**src/rtl/arf_pkg.sv**
```systemverilog
// rtl/arf_pkg.sv - widths, default coefficients and multiply node for the ARF core (optional ARF_APPROX_EN)
package arf_pkg;

  localparam int IN_W     = 16;
  localparam int OUT_W    = 64;
  localparam int COEF_W   = 16;
  localparam int NUM_COEF = 16;
  localparam int NUM_IN   = 8;

  // C1 sits in the least significant slice; default Ck = k
  localparam logic [NUM_COEF*COEF_W-1:0] ARF_COEFS_DEF = {
    16'd16, 16'd15, 16'd14, 16'd13, 16'd12, 16'd11, 16'd10, 16'd9,
    16'd8,  16'd7,  16'd6,  16'd5,  16'd4,  16'd3,  16'd2,  16'd1
  };

  typedef logic [OUT_W-1:0] arf_word_t;

  // One multiply node of the graph; the approximate build drops the low nibble of every product
  function automatic arf_word_t mul_node(input arf_word_t a, input logic [COEF_W-1:0] c);
    arf_word_t p;
    p = a * arf_word_t'(c);
`ifdef ARF_APPROX_EN
    p[3:0] = 4'b0000;
`endif
    return p;
  endfunction

  // Coefficient Ck (1-based) out of the packed coefficient vector
  function automatic logic [COEF_W-1:0] coef_at(input logic [NUM_COEF*COEF_W-1:0] v, input int k);
    return v[(k-1)*COEF_W +: COEF_W];
  endfunction

endpackage

```
**src/rtl/arf_mac2.sv**
```systemverilog
// rtl/arf_mac2.sv - two-term multiply-accumulate (x*c_a)+(y*c_b) at 64 bits
module arf_mac2
  import arf_pkg::*;
(
  input  arf_word_t           x,
  input  arf_word_t           y,
  input  logic [COEF_W-1:0]   c_a,
  input  logic [COEF_W-1:0]   c_b,
  output arf_word_t           sum
);

  // Both products go through the shared multiply node so truncation applies uniformly
  assign sum = mul_node(x, c_a) + mul_node(y, c_b);

endmodule

```
**src/rtl/arf_filter_core.sv**
```systemverilog
// rtl/arf_filter_core.sv - pipelined fixed-coefficient ARF lattice datapath (ARF_APPROX_EN selects truncated multipliers)
module arf_filter_core
  import arf_pkg::*;
#(
  parameter logic [NUM_COEF*COEF_W-1:0] COEFS = ARF_COEFS_DEF
) (
  input  logic              clk,
  input  logic              rst,
  input  logic              in_valid,
  input  logic [IN_W-1:0]   in_1,
  input  logic [IN_W-1:0]   in_2,
  input  logic [IN_W-1:0]   in_3,
  input  logic [IN_W-1:0]   in_4,
  input  logic [IN_W-1:0]   in_5,
  input  logic [IN_W-1:0]   in_6,
  input  logic [IN_W-1:0]   in_7,
  input  logic [IN_W-1:0]   in_8,
  output logic              out_valid,
  output logic [OUT_W-1:0]  out_27,
  output logic [OUT_W-1:0]  out_28
);

  localparam logic [COEF_W-1:0] C9  = coef_at(COEFS, 9);
  localparam logic [COEF_W-1:0] C10 = coef_at(COEFS, 10);
  localparam logic [COEF_W-1:0] C11 = coef_at(COEFS, 11);
  localparam logic [COEF_W-1:0] C12 = coef_at(COEFS, 12);
  localparam logic [COEF_W-1:0] C13 = coef_at(COEFS, 13);
  localparam logic [COEF_W-1:0] C14 = coef_at(COEFS, 14);
  localparam logic [COEF_W-1:0] C15 = coef_at(COEFS, 15);
  localparam logic [COEF_W-1:0] C16 = coef_at(COEFS, 16);

  logic [IN_W-1:0] in_vec [NUM_IN];
  logic [IN_W-1:0] smp_q  [NUM_IN];
  arf_word_t       m_q    [NUM_IN];
  logic            v0_q, v1_q, v2_q, v3_q;
  arf_word_t       a13_q, a14_q;
  arf_word_t       a19_q, a20_q, a13_d, a14_d;
  arf_word_t       a19_c, a20_c, a25_c, a26_c;

  assign in_vec[0] = in_1;
  assign in_vec[1] = in_2;
  assign in_vec[2] = in_3;
  assign in_vec[3] = in_4;
  assign in_vec[4] = in_5;
  assign in_vec[5] = in_6;
  assign in_vec[6] = in_7;
  assign in_vec[7] = in_8;

  // Input capture: samples are registered on the edge that sees in_valid, giving a four-edge result latency after that
  always_ff @(posedge clk) begin
    if (rst) begin
      v0_q <= 1'b0;
      for (int i = 0; i < NUM_IN; i++) smp_q[i] <= '0;
    end else begin
      v0_q <= in_valid;
      if (in_valid) begin
        for (int i = 0; i < NUM_IN; i++) smp_q[i] <= in_vec[i];
      end
    end
  end

  // S1: first-level products m1..m8
  always_ff @(posedge clk) begin
    if (rst) begin
      v1_q <= 1'b0;
      for (int i = 0; i < NUM_IN; i++) m_q[i] <= '0;
    end else begin
      v1_q <= v0_q;
      if (v0_q) begin
        for (int i = 0; i < NUM_IN; i++) begin
          m_q[i] <= mul_node(arf_word_t'(smp_q[i]), coef_at(COEFS, i + 1));
        end
      end
    end
  end

  // S2: adder tree a9..a12 folded into a13/a14
  always_ff @(posedge clk) begin
    if (rst) begin
      v2_q  <= 1'b0;
      a13_q <= '0;
      a14_q <= '0;
    end else begin
      v2_q <= v1_q;
      if (v1_q) begin
        a13_q <= (m_q[0] + m_q[1]) + (m_q[2] + m_q[3]);
        a14_q <= (m_q[4] + m_q[5]) + (m_q[6] + m_q[7]);
      end
    end
  end

  arf_mac2 u_mac_a19 (.x(a13_q), .y(a14_q), .c_a(C9),  .c_b(C11), .sum(a19_c));
  arf_mac2 u_mac_a20 (.x(a13_q), .y(a14_q), .c_a(C10), .c_b(C12), .sum(a20_c));

  // S3: lattice stage one, with a13/a14 delayed for the final feed-forward adds
  always_ff @(posedge clk) begin
    if (rst) begin
      v3_q  <= 1'b0;
      a19_q <= '0;
      a20_q <= '0;
      a13_d <= '0;
      a14_d <= '0;
    end else begin
      v3_q <= v2_q;
      if (v2_q) begin
        a19_q <= a19_c;
        a20_q <= a20_c;
        a13_d <= a13_q;
        a14_d <= a14_q;
      end
    end
  end

  arf_mac2 u_mac_a25 (.x(a19_q), .y(a20_q), .c_a(C13), .c_b(C15), .sum(a25_c));
  arf_mac2 u_mac_a26 (.x(a19_q), .y(a20_q), .c_a(C14), .c_b(C16), .sum(a26_c));

  // S4: lattice stage two plus feed-forward; results hold while no new set arrives
  always_ff @(posedge clk) begin
    if (rst) begin
      out_valid <= 1'b0;
      out_27    <= '0;
      out_28    <= '0;
    end else begin
      out_valid <= v3_q;
      if (v3_q) begin
        out_27 <= a25_c + a13_d;
        out_28 <= a26_c + a14_d;
      end
    end
  end

endmodule

```
**config.mk**
```make
export PLATFORM = sky130hd
export DESIGN_NAME = arf_filter_core
export DESIGN_NICKNAME = d
export VERILOG_FILES = /design/src/rtl/arf_pkg.sv /design/src/rtl/arf_mac2.sv /design/src/rtl/arf_filter_core.sv
export SDC_FILE = /design/constraint.sdc
export NUM_CORES = 2
export LEC_CHECK = 0
export CAP_MARGIN = 20
export CORE_ASPECT_RATIO = 1.75
export CORE_MARGIN = 10
export CORE_UTILIZATION = 45
export DETAILED_ROUTE_END_ITERATION = 12
export SETUP_SLACK_MARGIN = 0.15
export SYNTH_ARGS = -nofsm -noshare
export SYNTH_HDL_FRONTEND = slang
export SYNTH_SLANG_ARGS = --single-unit
```
**constraint.sdc**
```tcl
create_clock -name clk -period 6.3 [get_ports clk]
set_clock_uncertainty 0.2 [all_clocks]
set_input_delay 0.63 -clock clk [delete_from_list [all_inputs] [get_ports clk]]
set_output_delay 0.63 -clock clk [all_outputs]
set_load 0.03 [all_outputs]
```
### After elaboration in Yosys (flattened, before gate mapping)

Memories as Yosys holds them, arrays and structs flattened.
Cells that the tools add are included.

| storage, ports and cells | value |
|---|---|
| register bits after elaboration | 517 |
| RAM bits | 280 |
| input bits | 131 |
| output and inout bits | 129 |
| memories | 2 |

Memories:

| memory | words | bits a word | rd ports | clocked after Yosys merged registers in | write ports | RTL line | RTL |
|---|---|---|---|---|---|---|---|
| m_q | 8 | 19 | 8 | 0 | 8 | arf_filter_core.sv:34 | `arf_word_t m_q [NUM_IN];` |
| smp_q | 8 | 16 | 8 | 0 | 8 | arf_filter_core.sv:33 | `logic [IN_W-1:0] smp_q [NUM_IN];` |

| operators by class | value |
|---|---|
| add/sub/neg operators | 12 |
| multipliers | 11 |
| muxes and demuxes | 24 |
| bitwise logic cells | 16 |

Operators with widths:

| cell | count |
|---|---|
| 64-bit adder | 12 |
| 64-bit by 4-bit multiplier with 64-bit output (second input constant) | 4 |
| 19-bit 2-to-1 mux | 8 |
| 64-bit by 3-bit multiplier with 63-bit output (second input constant) | 2 |
| 16-bit 2-to-1 mux | 8 |
| 64-bit by 2-bit multiplier with 62-bit output (second input constant) | 1 |
| 16-bit by 3-bit multiplier with 19-bit output (second input constant) | 2 |
| 16-bit by 2-bit multiplier with 18-bit output (second input constant) | 2 |
| 1-bit bitwise OR | 16 |
| 1-bit 2-to-1 mux | 8 |

### Longest topological paths before layout

| logic depth | value |
|---|---|
| depth after elaboration | 4 |
| depth in mapped cells | 27 |
| mapped depth without buffers | 26 |

### Hierarchy

From an unflattened synthesis, not the netlist that was laid out.

| second synthesis, totals | value |
|---|---|
| cell total of the unflattened synthesis | 27103 |
| area total of the unflattened synthesis | 244826.1 µm² |

By module, submodules not included:

| module | instances | cells an instance | area each (µm²) | sequential area each (µm²) |
|---|---|---|---|---|
| arf_mac2 at u_mac_a20 ... | 2 | 6015 | 53231.1 | 0.0 |
| arf_mac2 at u_mac_a19 | 1 | 5999 | 53286.1 | 0.0 |
| arf_mac2 at u_mac_a26 | 1 | 5988 | 53147.2 | 0.0 |
| arf_filter_core | 1 | 3086 | 31930.6 | 14854.2 |

### Worst setup path after synthesis

Ideal clock, no wire load.

| timing path | value |
|---|---|
| path type | register to register |
| start point | reg a19_q[2] |
| end point | reg out_28[25] |
| library setup time | 0.086 ns |
| arrival | 5.089 ns |
| path slack | 0.925 ns |
| stages on the path, launching flop included | 27 |
| buffers on the path | 1 |
| path through | dfxtp_1 > inv_1 > fa_1 > inv_1 > ha_1 > inv_1 > fa_1 > nor2b_1 > o21a_1 > o21ai_0 > a211oi_1 > o21ai_0 > a21o_1 > a21oi_1 > o311ai_0 > fa_1 > ha_1 > clkbuf_1 > a21o_1 > a21o_1 > a21oi_1 > nand3b_1 > a311oi_1 > o31ai_1 > o21ai_0 > xor2_1 > a211oi_1 |

| on the way | value |
|---|---|
| cells in the longest elaborated chain, start to end | 3 |

RTL lines:

| item | RTL line | RTL |
|---|---|---|
| start: declaration | arf_filter_core.sv:37 | `arf_word_t a19_q, a20_q, a13_d, a14_d;` |
| start signal: assignment | arf_filter_core.sv:99 | `a19_q <= '0;` |
| start signal: assignment | arf_filter_core.sv:106 | `a19_q <= a19_c;` |
| 64-bit by 3-bit multiplier with 63-bit output | arf_pkg.sv:21 | `p = a * arf_word_t'(c);` |
| 64-bit adder | arf_mac2.sv:13 | `assign sum = mul_node(x, c_a) + mul_node(y, c_b);` |
| 64-bit adder | arf_filter_core.sv:127 | `out_28 <= a26_c + a14_d;` |
| end signal: assignment | arf_filter_core.sv:127 |  |
| end: declaration | arf_filter_core.sv:20 | `output logic [OUT_W-1:0] out_28` |

No other way between the ends.
A chain may end at the register's enable or synchronous reset.

### Worst setup path after layout

| timing path | value |
|---|---|
| start point | reg a20_q[3] |
| end point | reg out_27[30] |

| on the way | value |
|---|---|
| cells in the longest elaborated chain, start to end | 3 |

RTL lines:

| item | RTL line | RTL |
|---|---|---|
| start: declaration | arf_filter_core.sv:37 |  |
| start signal: assignment | arf_filter_core.sv:100 | `a20_q <= '0;` |
| start signal: assignment | arf_filter_core.sv:107 | `a20_q <= a20_c;` |
| 64-bit by 4-bit multiplier with 64-bit output | arf_pkg.sv:21 |  |
| 64-bit adder | arf_mac2.sv:13 |  |
| 64-bit adder | arf_filter_core.sv:126 | `out_27 <= a25_c + a13_d;` |
| end signal: assignment | arf_filter_core.sv:126 |  |
| end: declaration | arf_filter_core.sv:19 | `output logic [OUT_W-1:0] out_27,` |

No other way between the ends.

==> results.cfg <==
[place]
placed_cell_area_um2 = 40900
hpwlAfterDp_um = 72300
dp_cells = 4805
dpl_worst_slack_ps = 291
gp_congestion = 0.884
port_buffers = 195

[sta]
period_minus_slack_ps = 5790
max_freq_mhz = 173
whs_ps = 126
fin_setup_tns_ps = 0
fin_crit_sh = 0.920
rsz0062_at_grt = no
maxSlewViolCount = 0
setup_viol = 0
worst_slack_ps = 506
slew_headroom = 0.358
hold_violations = 0
tightest_slew_ps = 956

[worst_setup_path]
path_buf_inv = 3
required_ps = 6630
setup.worst_path.start_class = flop
critPathKind = flop to flop
path_cells = inv_1, fa_1, fa_1, fa_1, fa_1, inv_1, ha_1, o21ai_0, o21ai_0, a211oi_2, buf_4, o211ai_1, a211oi_2, o31ai_1, a31oi_1, xnor2_1, o21ai_0
cpMaxStageDelayCell = fa_1
crit_top_cell = fa_1
cp-end-kind = flop
slowest_delay_ps = 540
cpLargestDelayFamily = adder cells
arrival_ps = 6120
cp_max_fo = 5

[clocking]
clk_pin_slew_ps = 70
clock-sinks = 467
cts_hold_buf = 0
cts_tree = yes
clock_latency_ps = 620
cts_root_buf = clkbuf_16
cts_made_buffers = 48
cts_buffer_depth = 3
htreeDepth = 2
postCtsSetupBuffers = 0

[synthesis]
dominantRegCellSynth = edfxtp_1
syn_area_per_cell_um2 = 10.6
ys_types = 82
async_flop_share = 0
synth_edf_count = 266
ys_ff_latch = 467
syn_inst = 3579
synth_top_area_frac = 0.211
ys_warn_count = 0
yosysSeqAreaShare = 0.318
synth.largest_area_cell = edfxtp_1
synthTopCellsByArea = edfxtp_1 21%, fa_1 17%, ha_1 14%
netlist_area_um2 = 37800

[grt]
use_met3 = 0.0232
grt_pass1_wl_um = 143000
use_met2 = 0.356
grt_pass1_vias = 27800
grt.busiest_layer = met2
antenna_found_initial = 0
grt.met1_usage = 0.199
gr-total-overflow = 0
grt_start_max_net_pins = 98
track_usage = 0.184

[route]
drt_iter0_drc = 990
dr.pass1.iters = 5
via_per_inst = 5.28
vias = 25900
drc = 0
wirelength_um = 88800
drt-wirelength-per-cell_um = 18.1
antenna_left = 0

[pwr]
switching_share = 0.351
p_int_mw = 6.49
p_total_mw = 9.99
pwr-share-clk = 0.284
p_per_area_nw_per_um2 = 235
power_frac_seq = 0.367
peakVddDrop_mv = 0.203
leakage_nw = 19.3
combPwrFrac = 0.349
p_switching_mw = 3.51

[finish]
regArea_um2 = 12000
fin_area_um2 = 42500
fin_cells = 4895
syn2layout_area_growth_pct = 12.5
nFillCells = 7646
antennaDiodeCount = 0
drive_above_1_share = 0.0449
fin_util = 0.510
nNetsFinal = 4678
multi_input_area_um2 = 24100

[run_status]
outcome = completed

[worst_hold_path]
holdCritPathClass = primary input to flop

[floorplanning]
die_w_um = 239
start_util = 0.453
io_pins = 260
num_rows = 140
coreArea_um2 = 83400
die_h_um = 403
fp.dieArea_um2 = 96500

[run]
drv_cap = 0
[cell usage in the layout, fill, tap and decap left out, drive strengths merged, types with 131 or more instances in the layout]
cell / n
edfxtp: 266
dfxtp: 201
a21oi: 171
fa: 329
mux2i: 131
inv: 293
ha: 427
nor2: 326
and2: 162
clkdlybuf4s50: 194
[final timing paths]
check	startpoint	to	slack, ps	cells after the start
worst max register to register	a20_q[3]	out_27[30]	510	17
worst min register to register	out_28[29]	out_28[29]	260	2
worst min-delay path	rst	a14_q[8]	130	2
worst max-delay path	a20_q[3]	out_27[30]	510	17
[cells by family after synthesis]
group / Yosys count / share of synthesized area
other: 1 / 0.0000992
buffers and inverters: 443 / 0.0514
AOI/OAI and AO/OA: 645 / 0.112
xor gates and xnor gates: 179 / 0.0415
DFF: 467 / 0.318
adders and majority gates: 756 / 0.316
muxes: 132 / 0.0350
and+or+nand+nor: 956 / 0.127
[worst register-to-register path: stages, from the launching register on]
cell	delay (ps)
dfxtp_1	500
inv_1	160
fa_1	520
fa_1	510
fa_1	520
fa_1	540
inv_1	40
ha_1	330
o21ai_0	130
o21ai_0	400
a211oi_2	170
buf_4	180
o211ai_1	410
a211oi_2	200
o31ai_1	430
a31oi_1	160
xnor2_1	140
o21ai_0	160
[state kept, by name (all words and copies together), names as in the netlist]
register / count
a14_d: 21
v2_q: 1
a13_q: 20
v0_q: 1
a14_q: 21
out_28: 32
v3_q: 1
a20_q: 24
v1_q: 1
a13_d: 20
m_q: 138
smp_q: 128
out_valid: 1
a19_q: 26
out_27: 32
[cells in the mapped netlist (all sizes together), types with 39 or more instances]
library cell / instances
xnor2: 119
clkbuf: 69
ha: 427
inv: 289
a211oi: 55
dfxtp: 201
a21oi: 171
and2: 162
o21ai: 128
nor2b: 82
nand2b: 40
nand3: 39
a21o: 68
nor3: 65
nor2: 326
edfxtp: 266
xor2: 60
fa: 329
nand2: 130
buf: 83
mux2i: 131
[layout make-up]
cell class                 instances  share of cell area
clock buffer                      63              0.0303
clock inverter                    26             0.00603
inverter                         291              0.0257
multi-input combinational       2732               0.567
sequential                       467               0.283
tap                             1065              0.0313
timing repair buffer             251              0.0567
[timing repair]
| item | CTS | global route |
|---|---|---|
| endpoints found under the setup margin | 0 | 7 |
| endpoints found under the hold margin | 0 | 0 |
| resized for setup | 0 | 4 |
[per-layer routing]
| metal | share of wire | up-vias |
|---|---|---|
| li1 | - | 12800 |
| met1 | 0.39 | 12500 |
| met2 | 0.55 | 480 |
| met3 | 0.030 | 147 |
| met4 | 0.035 | 0 |
| met5 | 0 | - |
[power by group through the flow]
stage	Clock (mW)	Sequential [mW]	Combinational [mW]
after global placement	0	3.74	3.47
after detailed placement	0	3.74	3.51
after floorplan	0	3.65	2.69
final	2.84	3.66	3.49
after global routing	3.04	3.69	3.98
after CTS	2.94	3.67	3.54
(Power assumes the default switching activity.)
